[src/rtl/uart_tx_arbiter.sv]
// Round-robin arbiter that feeds one shared UART transmitter from NUM_REQ byte producers,
// with optional burst hold and a watchdog on the txStart -> txBusy handshake.
`timescale 1ns/1ps
module uart_tx_arbiter #(
    parameter int NUM_REQ       = 4,
    parameter int BURST_LEN     = 1,
    parameter int START_TIMEOUT = 4096
) (
    input  logic                 clk,
    input  logic                 rstn,
    input  logic                 enable,
    input  logic [NUM_REQ-1:0]   reqValid,
    input  logic [8*NUM_REQ-1:0] reqData,
    output logic [NUM_REQ-1:0]   reqReady,
    output logic                 uartTxEn,
    output logic                 uartTxStart,
    output logic [7:0]           uartTxIn,
    input  logic                 uartTxBusy,
    input  logic                 uartTxDone,
    output logic [2:0]           grantId,
    output logic                 busy,
    output logic                 timeoutErr
);

    localparam int TW = (START_TIMEOUT > 2) ? $clog2(START_TIMEOUT) : 1;

    typedef enum logic [1:0] {
        IDLE  = 2'd0,
        START = 2'd1,
        SEND  = 2'd2
    } state_t;

    state_t               state_q, state_d;
    logic [2:0]           rr_ptr_q, rr_ptr_d;
    logic [2:0]           grant_q, grant_d;
    logic [3:0]           burst_cnt_q, burst_cnt_d;
    logic [TW-1:0]        tmo_cnt_q, tmo_cnt_d;
    logic [NUM_REQ-1:0]   ready_q, ready_d;
    logic [7:0]           tx_in_q, tx_in_d;
    logic                 tx_start_q, tx_start_d;
    logic                 busy_q, busy_d;
    logic                 tmo_err_q, tmo_err_d;
    logic                 tx_en_q;

    logic                 grant_vld;
    logic                 burst_more;
    logic                 rr_found;
    logic [2:0]           rr_win;
    logic [2:0]           win;
    logic [2:0]           win_next;
    logic [7:0]           win_dat;
    logic [NUM_REQ-1:0]   win_onehot;
    logic                 unused_done;

    // Completion is tracked through txBusy; txDone is only observed.
    assign unused_done = uartTxDone;

    always_comb begin
        grant_vld = 1'b0;
        for (int i = 0; i < NUM_REQ; i++) begin
            if (grant_q == 3'(i)) begin
                grant_vld = reqValid[i];
            end
        end

        // Lowest valid index at or above the pointer wins; otherwise wrap to lowest valid.
        rr_found = 1'b0;
        rr_win   = '0;
        for (int i = NUM_REQ - 1; i >= 0; i--) begin
            if (reqValid[i] && (3'(i) >= rr_ptr_q)) begin
                rr_found = 1'b1;
                rr_win   = 3'(i);
            end
        end
        if (!rr_found) begin
            for (int i = NUM_REQ - 1; i >= 0; i--) begin
                if (reqValid[i]) begin
                    rr_win = 3'(i);
                end
            end
        end

        burst_more = (burst_cnt_q != 4'd0) && (burst_cnt_q < 4'(BURST_LEN)) && grant_vld;
        win        = burst_more ? grant_q : rr_win;
        win_next   = (win == 3'(NUM_REQ - 1)) ? 3'd0 : win + 3'd1;

        win_dat    = '0;
        win_onehot = '0;
        for (int i = 0; i < NUM_REQ; i++) begin
            if (win == 3'(i)) begin
                win_dat       = reqData[8*i +: 8];
                win_onehot[i] = 1'b1;
            end
        end
    end

    always_comb begin
        state_d     = state_q;
        rr_ptr_d    = rr_ptr_q;
        grant_d     = grant_q;
        burst_cnt_d = burst_cnt_q;
        tmo_cnt_d   = '0;
        ready_d     = '0;
        tx_in_d     = tx_in_q;
        tx_start_d  = tx_start_q;
        tmo_err_d   = tmo_err_q;

        case (state_q)
            IDLE: begin
                if (enable && (|reqValid)) begin
                    ready_d    = win_onehot;
                    grant_d    = win;
                    tx_in_d    = win_dat;
                    tx_start_d = 1'b1;
                    state_d    = START;
                    if (burst_more) begin
                        burst_cnt_d = burst_cnt_q + 4'd1;
                    end else begin
                        burst_cnt_d = 4'd1;
                        rr_ptr_d    = win_next;
                    end
                end else if (!grant_vld) begin
                    burst_cnt_d = 4'd0;
                end
            end
            START: begin
                // A frame already under way takes priority over enable loss or timeout.
                if (uartTxBusy) begin
                    tx_start_d = 1'b0;
                    state_d    = SEND;
                end else if (!enable) begin
                    tx_start_d = 1'b0;
                    state_d    = IDLE;
                end else if (tmo_cnt_q == TW'(START_TIMEOUT - 1)) begin
                    tmo_err_d  = 1'b1;
                    tx_start_d = 1'b0;
                    state_d    = IDLE;
                end else begin
                    tmo_cnt_d  = tmo_cnt_q + 1'b1;
                end
            end
            SEND: begin
                if (!uartTxBusy) begin
                    state_d = IDLE;
                end
            end
            default: begin
                tx_start_d = 1'b0;
                state_d    = IDLE;
            end
        endcase

        busy_d = (state_d != IDLE);
    end

    always_ff @(posedge clk) begin
        if (!rstn) begin
            state_q     <= IDLE;
            rr_ptr_q    <= '0;
            grant_q     <= '0;
            burst_cnt_q <= '0;
            tmo_cnt_q   <= '0;
            ready_q     <= '0;
            tx_in_q     <= '0;
            tx_start_q  <= 1'b0;
            busy_q      <= 1'b0;
            tmo_err_q   <= 1'b0;
            tx_en_q     <= 1'b0;
        end else begin
            state_q     <= state_d;
            rr_ptr_q    <= rr_ptr_d;
            grant_q     <= grant_d;
            burst_cnt_q <= burst_cnt_d;
            tmo_cnt_q   <= tmo_cnt_d;
            ready_q     <= ready_d;
            tx_in_q     <= tx_in_d;
            tx_start_q  <= tx_start_d;
            busy_q      <= busy_d;
            tmo_err_q   <= tmo_err_d;
            tx_en_q     <= enable;
        end
    end

    assign reqReady    = ready_q;
    assign uartTxEn    = tx_en_q;
    assign uartTxStart = tx_start_q;
    assign uartTxIn    = tx_in_q;
    assign grantId     = grant_q;
    assign busy        = busy_q;
    assign timeoutErr  = tmo_err_q;

endmodule

[config.mk]
export PLATFORM = sky130hd
export DESIGN_NAME = uart_tx_arbiter
export DESIGN_NICKNAME = d
export VERILOG_FILES = /design/src/rtl/uart_tx_arbiter.sv
export SDC_FILE = /design/constraint.sdc
export NUM_CORES = 1
export LEC_CHECK = 0
export ABC_AREA = 1
export BUFFER_PORTS_ARGS = -buffer_cell sky130_fd_sc_hd__buf_4
export CAP_MARGIN = 20
export CORE_MARGIN = 1.5
export CORE_UTILIZATION = 35
export CTS_CLUSTER_SIZE = 10
export DETAILED_ROUTE_END_ITERATION = 8
export GPL_TIMING_DRIVEN = 0
export PLACE_DENSITY = 0.56
export SKIP_CTS_REPAIR_TIMING = 1
export SYNTH_ARGS = -nofsm -noshare
export SYNTH_HDL_FRONTEND = slang
export SYNTH_SLANG_ARGS = --single-unit
[constraint.sdc]
create_clock -name clk -period 5.2 [get_ports clk]
set_input_delay 1.04 -clock clk [delete_from_list [all_inputs] [get_ports clk]]
set_output_delay 1.04 -clock clk [all_outputs]
set_load 0.02 [all_outputs]
==> results of run 1 <==
## critical path, delay by kind of cell
kind                     cells  cell delay (ns)
AO/OA/AOI/OAI                3             0.51
adder cells (fa/ha/maj)      1             0.20
buffers and inverters        5             0.46
AND/OR/NAND/NOR              7             0.69
## cell type report
| type | instances | area [sq um] |
|---|---|---|
| Clock inverter | 1 | 7.507 |
| Timing Repair Buffer | 58 | 435.4 |
| Inverter | 39 | 148.9 |
| Fill cell | 568 | 2620 |
| Sequential cell | 36 | 720.7 |
| Clock buffer | 7 | 86.33 |
| Tap cell | 70 | 87.58 |
| Multi-Input combinational cell | 180 | 910.9 |
| Buffer | 9 | 57.56 |
## state kept, by name (all words and copies together), names as in the netlist
signal       cells
timeoutErr       1
tmo_cnt_q       12
grantId          3
state_q          2
uartTxEn         1
uartTxStart      1
reqReady         4
busy             1
uartTxIn         8
rr_ptr_q         3
## placed cells by master (no fill, tap or decap), drive strengths merged
| cell type | n |
|---|---|
| a21oi | 29 |
| a31oi | 1 |
| buf | 66 |
| clkbuf | 8 |
| clkinvlp | 1 |
| dfxtp | 36 |
| ha | 5 |
| inv | 39 |
| nand2 | 62 |
| nand3 | 10 |
| nand3b | 1 |
| nand4 | 3 |
| nor2 | 30 |
| nor3 | 2 |
| nor3b | 1 |
| o21a | 9 |
| o21ai | 23 |
| or2 | 1 |
| xnor2 | 1 |
| xor2 | 2 |
## logic make-up (layout without fill, tap and decap cells)
family | count (synthesis) | after routing | synth area share [%]
buffers and inverters | 48 | 114 | 11.23
AO/OA/AOI/OAI | 62 | 62 | 18.18
adder cells (fa/ha/maj) | 5 | 5 | 3.404
AND/OR/NAND/NOR | 110 | 110 | 26.55
XOR/XNOR | 3 | 3 | 1.430
flip-flops | 36 | 36 | 39.21
## per-layer routing
metal | global-route usage, % | up-vias | routed length [um]
met1 | 20.97 | 784 | 2094
li1 | - | 965 | -
met2 | 27.68 | 49 | 1929
met4 | 4.167 | 0 | 31
met5 | 0 | - | 0
met3 | 5.291 | 5 | 304
## power by group through the flow
| stage | sequential (mW) | clock, mW | combinational (mW) |
|---|---|---|---|
| after floorplan | 0.318 | 0 | 0.0859 |
| after global placement | 0.305 | 0 | 0.163 |
| after detailed placement | 0.305 | 0 | 0.164 |
| after CTS | 0.299 | 0.217 | 0.164 |
| after global routing | 0.301 | 0.227 | 0.187 |
| final | 0.299 | 0.210 | 0.163 |
## how the worst min path moves through the flow
stage,slack [ns],end,startpoint
finish,0.46,tmo_cnt_q[0],tmo_cnt_q[0]
global route,0.48,grantId[2],grantId[2]
CTS,0.46,grantId[2],grantId[2]
detailed placement,0.45,tmo_cnt_q[0],tmo_cnt_q[0]
global placement,0.44,tmo_cnt_q[0],tmo_cnt_q[0]
floorplan,0.42,tmo_cnt_q[0],tmo_cnt_q[0]
## metrics by stage
step	std cells	area, sq um
floorplan	264	1838
global placement	392	2361
detailed placement	392	2361
CTS	400	2455
global route	400	2455
finish	400	2455
==> reports/summary.txt, run 1 <==
status = finished clean
setup TNS = 0 ns
Die X = 75.47 um
via count = 1803
Switching Share = 29.99%
core region area = 0.005075 sq mm
post-synthesis average cell area = 6.962 sq um
synthesized net count = 310
Final Hold Fails = 0
Synth top cells by count = nand2_1 (60), inv_1 (37), dfxtp_1 (36)
Slew Viols, Final = 0
CP Cell Sequence = buf_4 -> inv_1 -> nor2_1 -> o21ai_0 -> inv_1 -> nor2_1 -> nand2_1 -> ha_1 -> buf_2 -> nor2_4 -> nand2_1 -> nand2_1 -> o21ai_0 -> o21ai_0 -> nand2_1 -> inv_1
fin nets = 375
CTS root buffer = clkbuf_8
yosys warns = 0
most frequent CP cell = nand2_1
wire length per cell = 10.90 um
hold depth = 1
Distinct cells, synth = 30
Core Util, Final = 48.37%
Worst VDD drop = 0.09895 mV
initial antenna violation count = 0
Final GP Congestion = 0.7707
RSZ-0062 raised after global routing = no
CP endpoint kind = register
CP arrival = 2.90 ns
CP Class = input pin to register
H-tree Lvls = 2
Starting Density = 36.22%
Post-Route WL = 4360 um
Placement Setup Slack = 2.251 ns
critical path startpoint category = input pin
vias in the first global route = 1736
worst-case reg-to-reg path depth = 14
PwrDens = 273.5 mW/mm^2
top-count cell post-synth = nand2_1
chip height = 75.47 um
Clock Path Buffers = 2
drt first pass iters = 4
post-route ant nets = 0
vias per inst = 4.508
hold_ws = 0.4554 ns
Starting DRT DRC Count = 32
worst setup slack after layout = 2.533 ns
Slew HR = 64.58%
clock sink count = 36
Psw = 0.2013 mW
Rows = 26
CTS tree = built
Worst path max stage delay = 0.22 ns
clock group share of total power = 31.2%
Critical Path End = uartTxIn[2]
P_int = 0.4700 mW
final setup vio count = 0
start point of the critical path = reqValid[0]
Area contributors post-synth = dfxtp_1 (39%), nand2_1 (12%), a21oi_1 (7.9%)
Worst-Margin Slew = 0.5313 ns
number of buffer cells added on primary ports = 58
Die Footprint = 0.005695 sq mm
hpwl dp = 3414 um
CP max stage cell = o21ai_0
fraction of the yosys area taken by sequential cells = 39.21%
RR Endpoint = uartTxIn[2]
Syn-to-layout area delta = 33.56%
share of flip-flops with an asynchronous set or reset after synthesis = 0%
Ports = 60
Hold Path Class = register to register
share of total power in combinational logic = 24.3%
Ant. Diodes = 0
fin crit share = 51.28%
Synth Flop Type = dfxtp_1
Worst-path clk slew = 0.07 ns
leakage power = 1.169 nW
Min Clock Period, post-route = 2.667 ns
Clock Skew = 0.008767 ns
Residual DRC = 0
flop-to-flop setup slack = 3.05 ns
Seq pwr share = 44.5%
CTS Buf Count = 5
Crit path required time = 5.43 ns
Max Freq = 375.0 MHz
number of synthesized flops with an enable pin = 0
worst skew pair latency = 0.29 ns
share of cells above drive strength 1 = 25.15%
cells after synthesis = 264
total power = 0.6713 mW
post-synth top area share = 39.21%
total of max-cap violations = 0
Synth Register Bits = 36
global-route wire length before repair = 7320 um
largest net degree at the start of global routing = 12
RR Startpoint = rr_ptr_q[0]
Cell Area, Synth = 0.001838 sq mm
GRT Util Overall = 16.65%
gr ovfl total = 0
crit-path max FO = 10
largest area contributor in the netlist = dfxtp_1
No activity file was read; power rests on OpenSTA's default activity.
==> run 2, diff against run 1 <==
Settings changed: ABC_AREA 1 to 0, PLACE_DENSITY 0.56 to 0.57.
Clock period 5.2 ns to 2.2 ns, I/O delays scaled along.
==> run 2 against run 1 <==
Effect of this change:
- power increased to 2.8 times the previous value
- largest power group unchanged
- setup slack got worse by 2.5 ns
- count of clock-buffer cells in the layout is 2 lower
- area after synthesis up 5.6%
- cell count is 11% lower
- routed wire length grew 25%
- sequential share of layout area fell by 4.3 points
- register-to-register slack got worse by 3.0 ns
==> reports/summary.txt, run 2 <==
total power = 1.878 mW (was 0.6713 mW)
crit-path max FO = 8 (was 10)
Clock Path Buffers = 2 (unchanged)
Crit path required time = 2.44 ns (was 5.43 ns)
Final Hold Fails = 0 (unchanged)
number of buffer cells added on primary ports = 57 (was 58)
leakage power = 1.173 nW (was 1.169 nW)
Die X = 77.46 um (was 75.47 um)
hold_ws = 0.3988 ns (was 0.4554 ns)
Starting Density = 37.05% (was 36.22%)
worst skew pair latency = 0.29 ns (about the same)
Area contributors post-synth = dfxtp_1 (37%), a21oi_1 (4.1%), a221oi_1 (3.6%) (was dfxtp_1 (39%), nand2_1 (12%), a21oi_1 (7.9%))
Synth Flop Type = dfxtp_1 (unchanged)
hpwl dp = 3821 um (was 3414 um)
flop-to-flop setup slack = 0.08 ns (was 3.05 ns)
Worst-Margin Slew = 0.4393 ns (was 0.5313 ns)
Hold Path Class = input pin to register (was register to register)
RR Startpoint = rr_ptr_q[1] (was rr_ptr_q[0])
Starting DRT DRC Count = 65 (was 32)
Rows = 26 (unchanged)
vias per inst = 5.355 (was 4.508)
CTS root buffer = clkbuf_8 (unchanged)
initial antenna violation count = 0 (unchanged)
Placement Setup Slack = -0.4448 ns (was 2.251 ns)
fraction of the yosys area taken by sequential cells = 37.14% (was 39.21%)
vias in the first global route = 1732 (was 1736)
Clock Skew = 0.009710 ns (was 0.008767 ns)
Ports = 60 (unchanged)
CP Cell Sequence = buf_12 -> or3b_4 -> a221oi_4 -> or2_4 -> ha_4 -> buf_8 -> a21oi_2 -> a221oi_2 -> o221a_1 (was buf_4 -> inv_1 -> nor2_1 -> o21ai_0 -> inv_1 -> nor2_1 -> nand2_1 -> ha_1 -> buf_2 -> nor2_4 -> nand2_1 -> nand2_1 -> o21ai_0 -> o21ai_0 -> nand2_1 -> inv_1)
largest area contributor in the netlist = dfxtp_1 (unchanged)
GRT Util Overall = 17.62% (was 16.65%)
critical path depth = 9 (was 16)
critical path startpoint category = input pin (unchanged)
setup TNS = 0 ns (unchanged)
drt first pass iters = 4 (unchanged)
start point of the critical path = reqValid[1] (was reqValid[0])
Distinct cells, synth = 53 (was 30)
DP Area = 0.002579 sq mm (was 0.002361 sq mm)
Post-Route WL = 5443 um (was 4360 um)
CP max stage cell = or3b_4 (was o21ai_0)
hold depth = 2 (was 1)
number of synthesized flops with an enable pin = 0 (unchanged)
global-route wire length before repair = 8424 um (was 7320 um)
wire length per cell = 15.20 um (was 10.90 um)
H-tree Lvls = 2 (unchanged)
RSZ-0062 raised after global routing = yes (was no)
post-route ant nets = 0 (unchanged)
Die Footprint = 0.006000 sq mm (was 0.005695 sq mm)
Synth top cells by count = dfxtp_1 (36), a21oi_1 (16), nand2_1 (15) (was nand2_1 (60), inv_1 (37), dfxtp_1 (36))
commonest non-fill, non-tap cell in the layout = buf_4 (was nand2_1)
Min Clock Period, post-route = 2.150 ns
cell count after placement = 345 (was 392)
status = finished clean (unchanged)
Hold Path End = state_q[1] (was tmo_cnt_q[0])
Worst-path clk slew = 0.08 ns (was 0.07 ns)
Residual DRC = 0 (unchanged)
Final GP Congestion = 0.7442 (was 0.7707)
fin nets = 333 (was 375)
CTS tree = built (unchanged)
cells after synthesis = 218 (was 264)
met3 Usage GRT = 4.235% (was 5.291%)
via count = 1917 (was 1803)
yosys warns = 0 (unchanged)
most frequent cells in the layout = buf_4 (58), dfxtp_1 (33), nand2_1 (15), nand3_1 (14), inv_1 (14) (was nand2_1 (60), buf_4 (59), inv_1 (37), dfxtp_1 (36), a21oi_1 (29))
CP endpoint kind = register (unchanged)
Cell Area, Synth = 0.001941 sq mm (was 0.001838 sq mm)
worst setup slack after layout = 0.05024 ns (was 2.533 ns)
Ant. Diodes = 0 (unchanged)
final setup vio count = 0 (unchanged)
M1 GR Usage = 22.81% (was 20.97%)
crit-path leading delay family = compound AO/OA/AOI/OAI gates (was simple AND/OR/NAND/NOR gates)
CP arrival = 2.39 ns (was 2.90 ns)
Syn-to-layout area delta = 50.48% (was 33.56%)
post-synthesis average cell area = 8.902 sq um (was 6.962 sq um)
Worst VDD drop = 0.3306 mV (was 0.09895 mV)
PwrDens = 642.9 mW/mm^2 (was 273.5 mW/mm^2)
top-count cell post-synth = dfxtp_1 (was nand2_1)
chip height = 77.46 um (was 75.47 um)
post-synth top area share = 37.14% (was 39.21%)
worst-case reg-to-reg path depth = 7 (was 14)
clock sink count = 36 (unchanged)
total of max-cap violations = 0 (unchanged)
fin crit share = 97.72%
register with the most flip-flops = tmo_cnt_q (unchanged)
gr ovfl total = 0 (unchanged)
Hold Crit Start = uartTxBusy (was tmo_cnt_q[0])
Worst path max stage delay = 0.40 ns (was 0.22 ns)
CP Class = input pin to register (unchanged)
share of cells above drive strength 1 = 43.75% (was 25.15%)
global-route met2 utilization = 28.68% (was 27.68%)
RR Endpoint = rr_ptr_q[0] (was uartTxIn[2])
largest net degree at the start of global routing = 13 (was 12)
Slew HR = 70.61% (was 64.58%)
CP Buf/Inv Count = 2 (was 5)
most used routing layer = met2 (unchanged)
Non-Filler Instances = 358 (was 400)
synthesized net count = 264 (was 310)
Max Freq = 465.2 MHz
max reg flops = 12 (unchanged)
core region area = 0.005238 sq mm (was 0.005075 sq mm)
post-route cell area = 0.002920 sq mm (was 0.002455 sq mm)
Synth Register Bits = 36 (unchanged)
CTS Buf Count = 5 (unchanged)
share of flip-flops with an asynchronous set or reset after synthesis = 0% (unchanged)
Slew Viols, Final = 0 (unchanged)
Core Util, Final = 55.76% (was 48.37%)
## run 2: cell count changes after synthesis, moves of 8 or more
| cell | before | now |
|---|---|---|
| nand2_1 | 60 | 15 |
| inv_1 | 37 | 14 |
| nor2_1 | 26 | 9 |
| a21oi_1 | 29 | 16 |
| o21ai_0 | 17 | 7 |
| a221oi_1 | 0 | 8 |
| nand3b_1 | 1 | 9 |
## run 2: worst max path at each step
stage | to | slack (ns)
floorplan | uartTxIn[7] | -0.08
global placement | uartTxIn[2] | -0.48
detailed placement | uartTxIn[1] | -0.44
CTS | uartTxIn[1] | -0.16
global route | uartTxIn[4] | -0.05
finish | uartTxIn[4] | 0.05
## run 2: final cells by class
cell class	instances	area, sq um
Buffer	14	141.4
Clock buffer	5	68.82
Clock inverter	3	42.54
Fill cell	487	2317
Inverter	14	52.55
Multi-Input combinational cell	152	1267
Sequential cell	36	732.0
Tap cell	70	87.58
Timing Repair Buffer	64	528.0
## run 2: kinds of logic (layout without fill, tap and decap cells)
family                     after synthesis  after routing  share of synthesized area [%]
AOI/OAI and AO/OA                       64             64                          26.56
xor gates and xnor gates                 4              4                          1.806
buffers and inverters                   30            100                          8.124
DFF                                     36             36                          37.14
adders and majority gates                5              5                          3.224
and+or+nand+nor                         79             79                          23.15
## run 2: worst register-to-register path: cells and delay by family (launching register included)
family	cells	cell delay, ns
AND/OR/NAND/NOR	3	0.94
flip-flops	1	0.41
AO/OA/AOI/OAI	2	0.32
adder cells (fa/ha/maj)	1	0.22
buffers and inverters	1	0.13
## run 2: power by group
part           switching, mW  internal, mW
combinational          0.273         0.303
sequential            0.0285         0.685
clock                  0.252         0.335
## run 2: layer usage
layer  vias up  wire [um]
met4         0         93
met5         -          0
met2        44       2610
li1        957          -
met1       907       2522
met3         9        217
